==> src/rtl/usb_xfer_ctrl.sv <==
// USB full-speed device transaction controller.
// Decodes OUT/IN/SETUP tokens addressed to this device, forwards OUT/SETUP data bytes,
// tracks per-endpoint DATA0/DATA1 toggles, and schedules the handshake or IN data packet
// on the transmitter.
// Optional feature: define USB_STALL_EN to add the ep_stall input and STALL responses.
module usb_xfer_ctrl #(
    parameter int unsigned TIMEOUT = 120
) (
    input  logic        clk,
    input  logic        rst,
    input  logic [3:0]  rx_packet_pid,
    input  logic [10:0] rx_packet_addr,
    input  logic [7:0]  rx_packet_byte,
    input  logic        rx_packet_byte_en,
    input  logic        rx_packet_valid,
    input  logic        rx_packet_fin,
    input  logic [6:0]  dev_addr,
    input  logic [3:0]  ep_out_ready,
    input  logic [3:0]  ep_in_valid,
`ifdef USB_STALL_EN
    input  logic [3:0]  ep_stall,
`endif
    input  logic        tx_busy,
    input  logic        tx_done,
    output logic        tx_start,
    output logic [3:0]  tx_pid,
    output logic [1:0]  cur_ep,
    output logic [7:0]  out_byte,
    output logic        out_byte_en,
    output logic        out_setup,
    output logic        out_commit,
    output logic        out_discard,
    output logic        in_ack,
    output logic        rx_timeout
);

    localparam logic [3:0] PidOut   = 4'b0001;
    localparam logic [3:0] PidIn    = 4'b1001;
    localparam logic [3:0] PidSetup = 4'b1101;
    localparam logic [3:0] PidData0 = 4'b0011;
    localparam logic [3:0] PidData1 = 4'b1011;
    localparam logic [3:0] PidAck   = 4'b0010;
    localparam logic [3:0] PidNak   = 4'b1010;
    localparam logic [3:0] PidStall = 4'b1110;

    localparam int unsigned CntW = (TIMEOUT > 2) ? $clog2(TIMEOUT) : 1;
    localparam logic [CntW-1:0] CntLast = CntW'(TIMEOUT - 1);

    typedef enum logic [2:0] {
        StIdle,
        StWaitData,
        StDataRx,
        StSendHs,
        StSendData,
        StWaitAck
    } state_e;

    state_e          state_q;
    logic [CntW-1:0] cnt_q;
    logic [3:0]      toggle_q;
    logic            started_q;
    logic            pend_commit_q;
    logic            pend_discard_q;

    logic            tx_start_q;
    logic [3:0]      tx_pid_q;
    logic [1:0]      cur_ep_q;
    logic [7:0]      out_byte_q;
    logic            out_byte_en_q;
    logic            out_setup_q;
    logic            out_commit_q;
    logic            out_discard_q;
    logic            in_ack_q;
    logic            rx_timeout_q;

    logic [1:0]      tok_ep;
    logic            tok_hit;
    logic            is_token;
    logic            is_data;
    logic            data_tog;
    logic            stall_in;
    logic            stall_out;

    assign tok_ep   = rx_packet_addr[8:7];
    // Endpoint field must be 0..3, so its upper two bits have to be zero.
    assign tok_hit  = rx_packet_fin && rx_packet_valid && (rx_packet_addr[6:0] == dev_addr)
                      && (rx_packet_addr[10:9] == 2'b00);
    assign is_token = (rx_packet_pid == PidOut) || (rx_packet_pid == PidIn)
                      || (rx_packet_pid == PidSetup);
    assign is_data  = (rx_packet_pid == PidData0) || (rx_packet_pid == PidData1);
    assign data_tog = rx_packet_pid[3];

`ifdef USB_STALL_EN
    assign stall_in  = ep_stall[tok_ep];
    // A SETUP transaction overrides the stall for its data stage.
    assign stall_out = ep_stall[cur_ep_q] && !out_setup_q;
`else
    assign stall_in  = 1'b0;
    assign stall_out = 1'b0;
`endif

    // Transaction FSM with all outputs registered.
    always_ff @(posedge clk) begin
        if (rst) begin
            state_q        <= StIdle;
            cnt_q          <= '0;
            toggle_q       <= '0;
            started_q      <= 1'b0;
            pend_commit_q  <= 1'b0;
            pend_discard_q <= 1'b0;
            tx_start_q     <= 1'b0;
            tx_pid_q       <= 4'b0000;
            cur_ep_q       <= 2'd0;
            out_byte_q     <= 8'h00;
            out_byte_en_q  <= 1'b0;
            out_setup_q    <= 1'b0;
            out_commit_q   <= 1'b0;
            out_discard_q  <= 1'b0;
            in_ack_q       <= 1'b0;
            rx_timeout_q   <= 1'b0;
        end else begin
            tx_start_q     <= 1'b0;
            in_ack_q       <= 1'b0;
            rx_timeout_q   <= 1'b0;
            out_byte_en_q  <= 1'b0;
            // Data verdicts are delayed one cycle so a byte arriving with fin is
            // forwarded before the commit/discard pulse.
            out_commit_q   <= pend_commit_q;
            out_discard_q  <= pend_discard_q;
            pend_commit_q  <= 1'b0;
            pend_discard_q <= 1'b0;

            case (state_q)
                StIdle: begin
                    if (tok_hit && is_token) begin
                        cur_ep_q <= tok_ep;
                        cnt_q    <= '0;
                        if (rx_packet_pid == PidSetup) begin
                            toggle_q[tok_ep] <= 1'b0;
                            out_setup_q      <= 1'b1;
                            state_q          <= StWaitData;
                        end else if (rx_packet_pid == PidOut) begin
                            out_setup_q <= 1'b0;
                            state_q     <= StWaitData;
                        end else if (stall_in) begin
                            tx_pid_q <= PidStall;
                            state_q  <= StSendHs;
                        end else if (ep_in_valid[tok_ep]) begin
                            tx_pid_q <= toggle_q[tok_ep] ? PidData1 : PidData0;
                            state_q  <= StSendData;
                        end else begin
                            tx_pid_q <= PidNak;
                            state_q  <= StSendHs;
                        end
                    end
                end

                StWaitData, StDataRx: begin
                    out_byte_q    <= rx_packet_byte;
                    out_byte_en_q <= rx_packet_byte_en;
                    if (rx_packet_fin) begin
                        if (!rx_packet_valid || !is_data) begin
                            pend_discard_q <= 1'b1;
                            state_q        <= StIdle;
                        end else if (stall_out) begin
                            pend_discard_q <= 1'b1;
                            tx_pid_q       <= PidStall;
                            state_q        <= StSendHs;
                        end else if (data_tog != toggle_q[cur_ep_q]) begin
                            // Host missed our ACK and resent: drop data, ACK again.
                            pend_discard_q <= 1'b1;
                            tx_pid_q       <= PidAck;
                            state_q        <= StSendHs;
                        end else if (out_setup_q || ep_out_ready[cur_ep_q]) begin
                            pend_commit_q      <= 1'b1;
                            toggle_q[cur_ep_q] <= ~toggle_q[cur_ep_q];
                            tx_pid_q           <= PidAck;
                            state_q            <= StSendHs;
                        end else begin
                            pend_discard_q <= 1'b1;
                            tx_pid_q       <= PidNak;
                            state_q        <= StSendHs;
                        end
                    end else if (state_q == StWaitData) begin
                        if (rx_packet_byte_en) begin
                            state_q <= StDataRx;
                        end else if (cnt_q == CntLast) begin
                            rx_timeout_q  <= 1'b1;
                            out_discard_q <= 1'b1;
                            state_q       <= StIdle;
                        end else begin
                            cnt_q <= cnt_q + CntW'(1);
                        end
                    end
                end

                StSendHs, StSendData: begin
                    if (!started_q) begin
                        if (!tx_busy) begin
                            tx_start_q <= 1'b1;
                            started_q  <= 1'b1;
                        end
                    end else if (tx_done) begin
                        started_q <= 1'b0;
                        cnt_q     <= '0;
                        state_q   <= (state_q == StSendHs) ? StIdle : StWaitAck;
                    end
                end

                StWaitAck: begin
                    if (rx_packet_fin) begin
                        if (rx_packet_valid && (rx_packet_pid == PidAck)) begin
                            in_ack_q           <= 1'b1;
                            toggle_q[cur_ep_q] <= ~toggle_q[cur_ep_q];
                        end
                        state_q <= StIdle;
                    end else if (cnt_q == CntLast) begin
                        rx_timeout_q <= 1'b1;
                        state_q      <= StIdle;
                    end else begin
                        cnt_q <= cnt_q + CntW'(1);
                    end
                end

                default: state_q <= StIdle;
            endcase
        end
    end

    assign tx_start    = tx_start_q;
    assign tx_pid      = tx_pid_q;
    assign cur_ep      = cur_ep_q;
    assign out_byte    = out_byte_q;
    assign out_byte_en = out_byte_en_q;
    assign out_setup   = out_setup_q;
    assign out_commit  = out_commit_q;
    assign out_discard = out_discard_q;
    assign in_ack      = in_ack_q;
    assign rx_timeout  = rx_timeout_q;

endmodule

==> config.mk <==
export PLATFORM = sky130hd
export DESIGN_NAME = usb_xfer_ctrl
export DESIGN_NICKNAME = d
export VERILOG_FILES = /design/src/rtl/usb_xfer_ctrl.sv
export SDC_FILE = /design/constraint.sdc
export NUM_CORES = 1
export LEC_CHECK = 0
export ABC_CLOCK_PERIOD_IN_PS = 2500
export CAP_MARGIN = 20
export CORE_MARGIN = 1.5
export CORE_UTILIZATION = 35
export CTS_CLUSTER_DIAMETER = 80
export CTS_CLUSTER_SIZE = 30
export DETAILED_ROUTE_END_ITERATION = 10
export GPL_TIMING_DRIVEN = 1
export MAX_ROUTING_LAYER = met4
export PLACE_DENSITY = 0.72
export SETUP_SLACK_MARGIN = 0.3
export SLEW_MARGIN = 20
export SYNTH_ARGS = -nofsm -noshare
export SYNTH_HDL_FRONTEND = slang
export SYNTH_SLANG_ARGS = --single-unit
==> constraint.sdc <==
create_clock -name clk -period 2.5 [get_ports clk]
set_clock_uncertainty 0.15 [all_clocks]
set_input_delay 0.375 -clock clk [delete_from_list [all_inputs] [get_ports clk]]
set_output_delay 0.375 -clock clk [all_outputs]
set_load 0.02 [all_outputs]
Word level (Yosys, flattened, before mapping)
Index checks and enable logic that the tools add are counted.
W data, S select, Z words.

storage, ports and cells
  word-level logic and storage cells = 168
  register bits after elaboration = 38
  output and inout bits = 21
  bits of input ports = 45

cells by class
  $add $sub $neg = 1
  $lt $le $gt $ge = 4
  reduce and logical (&&, ||, !) cells = 33
  equal/unequal tests = 31
  bitwise operators = 7
  multiplexer cells = 76

operators with widths
  cell                   number
  $mux W4                17
  $mux W7                8
  $mux W3                12
  $ne A2 B2 Y1 const B   16
  $pmux W7 S4            1
  $mux W1                26
  $eq A4 B4 Y1 const B   3
  $pmux W3 S4            1
  $pmux W4 S3            1
  $reduce_and A9 Y1      1
  $reduce_or A3 Y1       3
  $bmux W1 S2            4
  $eq A4 B2 Y1 const B   2
  $pmux W4 S2            1
  $reduce_and A8 Y1      1
  $add A7 B1 Y7 const B  1
  $eq A7 B7 Y1           1
  $eq A7 B7 Y1 const B   1
  $logic_and A1 B1 Y1    7
  $eq A3 B2 Y1 const B   2
  $eq A3 B3 Y1 const B   2
  $lt A2 B3 Y1 const B   2
  $reduce_and A6 Y1      1
  $reduce_or A2 Y1       3
  23 further kinds       35

Depth between registers and ports, before layout
  word-level depth = 10
  gate-level depth with buffers = 7

Least setup slack after synthesis
OpenSTA, ideal clock, no wires.

  kind = register to register
  from = reg cur_ep_q[0] (netlist: cur_ep[0])
  to = reg toggle_q[1]
  required time = 2276 ps
  stages on the path, launching flop included = 8
  setup slack = 55 ps
  data arrival time = 2221 ps
  path through = dfxtp_1 -> buf_6 -> mux4_2 -> xor2_1 -> o21ai_2 -> o2111ai_2 -> or4_1 -> a31oi_1

on the way
  longest elaborated chain between the ends = 10
  elaborated cells between the ends (all ways) = 23

RTL lines
  element                                                             RTL line  source
  start: declaration                                                  67        logic [1:0] cur_ep_q;
  start signal: assignment                                            136       cur_ep_q <= tok_ep;
  $lt A2 B3 Y1 (not written as such) or $ge A2 B1 Y1 (tied branches)  176, 214
  $logic_and A1 B1 Y1 (not written as such)                           176, 214
  $mux W1 (not written as such)                                       176, 214
  $demux W1 S2                                                        176, 214
  $bwmux W4                                                           176, 214
  $mux W4                                                             174       end else if (out_setup_q || ep_out_ready[cur_ep_q]) begin
  $mux W4                                                             169       end else if (data_tog != toggle_q[cur_ep_q]) begin
  $mux W4                                                             162       if (!rx_packet_valid || !is_data) begin
  $mux W4                                                             161       if (rx_packet_fin) begin
  $pmux W4 S3                                                         133       case (state_q)
  end signal: indexed assignment                                      176       toggle_q[cur_ep_q] <= ~toggle_q[cur_ep_q];
  end signal: indexed assignment                                      214       toggle_q[cur_ep_q] <= ~toggle_q[cur_ep_q];
  end: declaration                                                    60        logic [3:0] toggle_q;

Parallel ways exist; a longest one is shown, timed or not. The select of a mux whose other input is x is not followed.
A chain may end at the register's enable or synchronous reset.

Worst setup path in the final report
  from = in dev_addr[4]
  to = reg toggle_q[2]

on the way
  longest elaborated chain between the ends = 6

RTL lines
  element                      RTL line  source
  start: declaration           17        input logic [6:0] dev_addr,
  $eq A7 B7 Y1                 86        assign tok_hit = rx_packet_fin && rx_packet_valid && (rx_packet_addr[6:0] == dev_addr)
  $logic_and A1 B1 Y1          86
  $logic_and A1 B1 Y1          87        && (rx_packet_addr[10:9] == 2'b00);
  $logic_and A1 B1 Y1          135       if (tok_hit && is_token) begin
  $ne A2 B2 Y1 (no line)       n/a
  $reduce_and A9 Y1 (no line)  n/a

No other way between the ends.

==> out/results.txt <==
Fmax -> 450 MHz
routed len/inst -> 14.0 um
Residual DRC -> 0
Post-synth EDFFs -> 0
Final Slew Violations -> 0
Antenna diodes -> 0
WL final -> 5730 um
DP Area -> 2870 um2
gr ovfl total -> 0
unrepaired setup endpoints after global routing -> yes
#FFs+latches synth -> 37
Skew-Pair Late Insertion Delay -> 0.30 ns
antenna violation net count after detailed routing -> 0
Top Usage Layer GRT -> met2
Worst Path Class, Setup -> input port to flop
clock root buffer -> clkbuf_8
CP cell instances -> clkdlybuf4s50_1 > xnor2_1 > nand3_1 > buf_4 > a21oi_2 > o2111ai_2 > or4_1 > a31oi_1
sequential fraction of the synthesis area -> 36.5%
vias in the first global route -> 2,036
Core Region -> 5540 um2
Mapped Avg Cell Area -> 8.03 um2
met3 GRT Util -> 4.60%
Clock transition at path regs -> 0.08 ns
I/O pin total -> 66
layout cells sized above 1 -> 18.0%
first-pass GRT wire length -> 9240 um
cell family with the largest share of critical-path delay -> buffers and inverters
drt pass-1 iters -> 4
Final #Nets -> 383
Die Y -> 79.2 um
Vias -> 2,182
Rel. slew slack -> 57.0%
Tmin final -> 2.22 ns
Min Hold Slack -> 0.304 ns
CTS Sinks -> 37
row count -> 27
GR Layer Usage met1 -> 23.3%
Initial Util -> 36.7%
largest net degree at the start of global routing -> 17
Max Cap Viol -> 0
Synth cell types -> 52
cts hold-fix bufs -> 0
die area -> 6270 um2
Final period util -> 88.9%
status -> complete, no violations
DRT iter0 DRCs -> 191
post-layout util -> 56.7%
Yosys top cell by area -> dfxtp_1
Tightest Pin Transition -> 0.646 ns
worst vdd ir -> 328 uV
Area contributors post-synth -> dfxtp_1 36%, a21oi_1 6.2%, nand2_1 5.5%
syn nets -> 299
Ys Warns -> 0
WP buf/inv -> 2
finished layout cell area -> 3140 um2
Die X -> 79.2 um
Slowest-stage cell, CP -> or4_1
area delta synth->final -> 54.6%
detailed placer's ending HPWL -> 4260 um
asr flop ratio synth -> 0%
H-tree levels -> 2
Via density -> 5.32
CP peak stage delay -> 0.49 ns
CTS tree -> yes
CTS Buf Count -> 5
Worst Setup End Kind -> flop
GPL Wtd Cong -> 0.934
port bufs -> 64
GRT Util Overall -> 19.1%
crit path max fanout -> 4
GRT met2 Usage -> 32.5%
Mapped Cells -> 253
Worst Hold Class -> flop to flop
Max Root-Sink Buffers -> 2
power per cell area -> 767 nW/um2
total negative setup slack -> 0 ns
Leak Pwr -> 1.17 nW
Main synth FF type -> dfxtp_1
Mapped Area -> 2030 um2
type of origin of the critical path -> input port
CP required -> 2.58 ns
final hold violations -> 0
crit path DAT -> 2.30 ns
antenna violations before repair -> 0
Yosys top cell area share -> 36.5%
setup violators final -> 0
report_power, final:
group,switching [W],internal (W),leakage [nW]
registers,0.0000904,0.000669,0.301
clock network,0.000235,0.000362,0.0669
logic,0.000585,0.000466,0.802
total,0.000910,0.00150,1.17
through the flow:
step | instances | setup slack, ns | power [W]
global route | 410 | 0.132 | 0.00258
floorplan | 253 | 0.251 | 0.00134
CTS | 406 | 0.290 | 0.00238
detailed placement | 397 | -0.106 | 0.00177
global placement | 397 | -0.120 | 0.00176
finish | 410 | 0.277 | 0.00241
cells by family after synthesis:
logic type / synth area share [%]
AO/OA/AOI/OAI: 20.4
other: 0.185
multiplexers: 6.59
flip-flops: 36.5
adder cells (fa/ha/maj): 0.616
buffers and inverters: 3.94
XOR/XNOR: 4.31
AND/OR/NAND/NOR: 27.5
routing by layer:
layer | vias up | wire length (um)
met1 | 1019 | 2600
li1 | 1087 | -
met4 | 0 | 47
met2 | 72 | 2800
met5 | - | 0
met3 | 4 | 278
cell usage in the layout (no fill, tap or decap), types with 3 or more instances in the layout:
master           Yosys  layout
a21oi_1             25      24
a31oi_1              7       7
buf_4                1      25
clkbuf_8             0       5
clkdlybuf4s50_1      0      58
dfxtp_1             37      34
dlymetal6s2s_1       0       6
inv_1                5       5
mux2i_1              4       4
mux4_2               3       3
nand2_1             30      30
nand3_1              8       7
nand4_1              4       4
nor2_1              24      22
nor2b_1              6       5
nor3_1              12      11
o211ai_1             3       3
o21ai_0             17      16
or4_1                4       4
xnor2_1              9       9
area by class of cell:
class                           instances  area, um2
Tap cell                               72       90.1
Timing Repair Buffer                   90        855
Clock inverter                          2       38.8
Multi-Input combinational cell        198       1300
Inverter                                5       18.8
Sequential cell                        37        747
Clock buffer                            6       93.8
Fill cell                             506       2400
worst paths after layout:
path / slack, ns / end / cells after the start / from
min: 0.30 / out_commit / 1 / pend_commit_q
min reg2reg: 0.30 / out_commit / 1 / pend_commit_q
max: 0.28 / toggle_q[2] / 8 / dev_addr[4]
max reg2reg: 0.30 / toggle_q[2] / 6 / cur_ep[0]
timing repair:
item	4_1_cts	5_1_grt
endpoints found under the hold margin	0	0
setup buffers	1	4
resized for setup	7	18
pin swaps	3	14
setup endpoints to repair	7	17
cells in the mapped netlist, drive strengths merged (2+ instances only):
| library cell | n |
|---|---|
| o211ai | 3 |
| buf | 4 |
| nor2 | 24 |
| inv | 5 |
| nand4 | 4 |
| nor3 | 12 |
| or3 | 2 |
| nor4 | 3 |
| or4 | 4 |
| nand3 | 8 |
| a21o | 2 |
| nor3b | 2 |
| and3 | 2 |
| nand2 | 30 |
| a31oi | 7 |
| xnor2 | 9 |
| or3b | 2 |
| mux2i | 4 |
| mux4 | 4 |
| a211oi | 3 |
| a21oi | 25 |
| o21ai | 18 |
| o31ai | 2 |
| nor2b | 6 |
| nand2b | 2 |
| dfxtp | 37 |
| clkbuf | 9 |
worst reg2reg max path: stages, from the launching register on:
cell and delay (ns):
dfxtp_4 0.36, mux4_2 0.52, xor2_2 0.18, o21ai_2 0.12, o2111ai_2 0.15, or4_1 0.49
a31oi_1 0.16
registers in the layout (all words and copies together) (netlist names):
name / cells
rx_timeout: 1
started_q: 1
cnt_q: 7
pend_commit_q: 1
out_setup: 1
out_discard: 1
out_byte_en: 1
tx_start: 1
out_commit: 1
toggle_q: 4
out_byte: 8
pend_discard_q: 1
cur_ep: 2
in_ack: 1
state_q: 3
tx_pid: 3
Power figures use the tool's default switching activity.
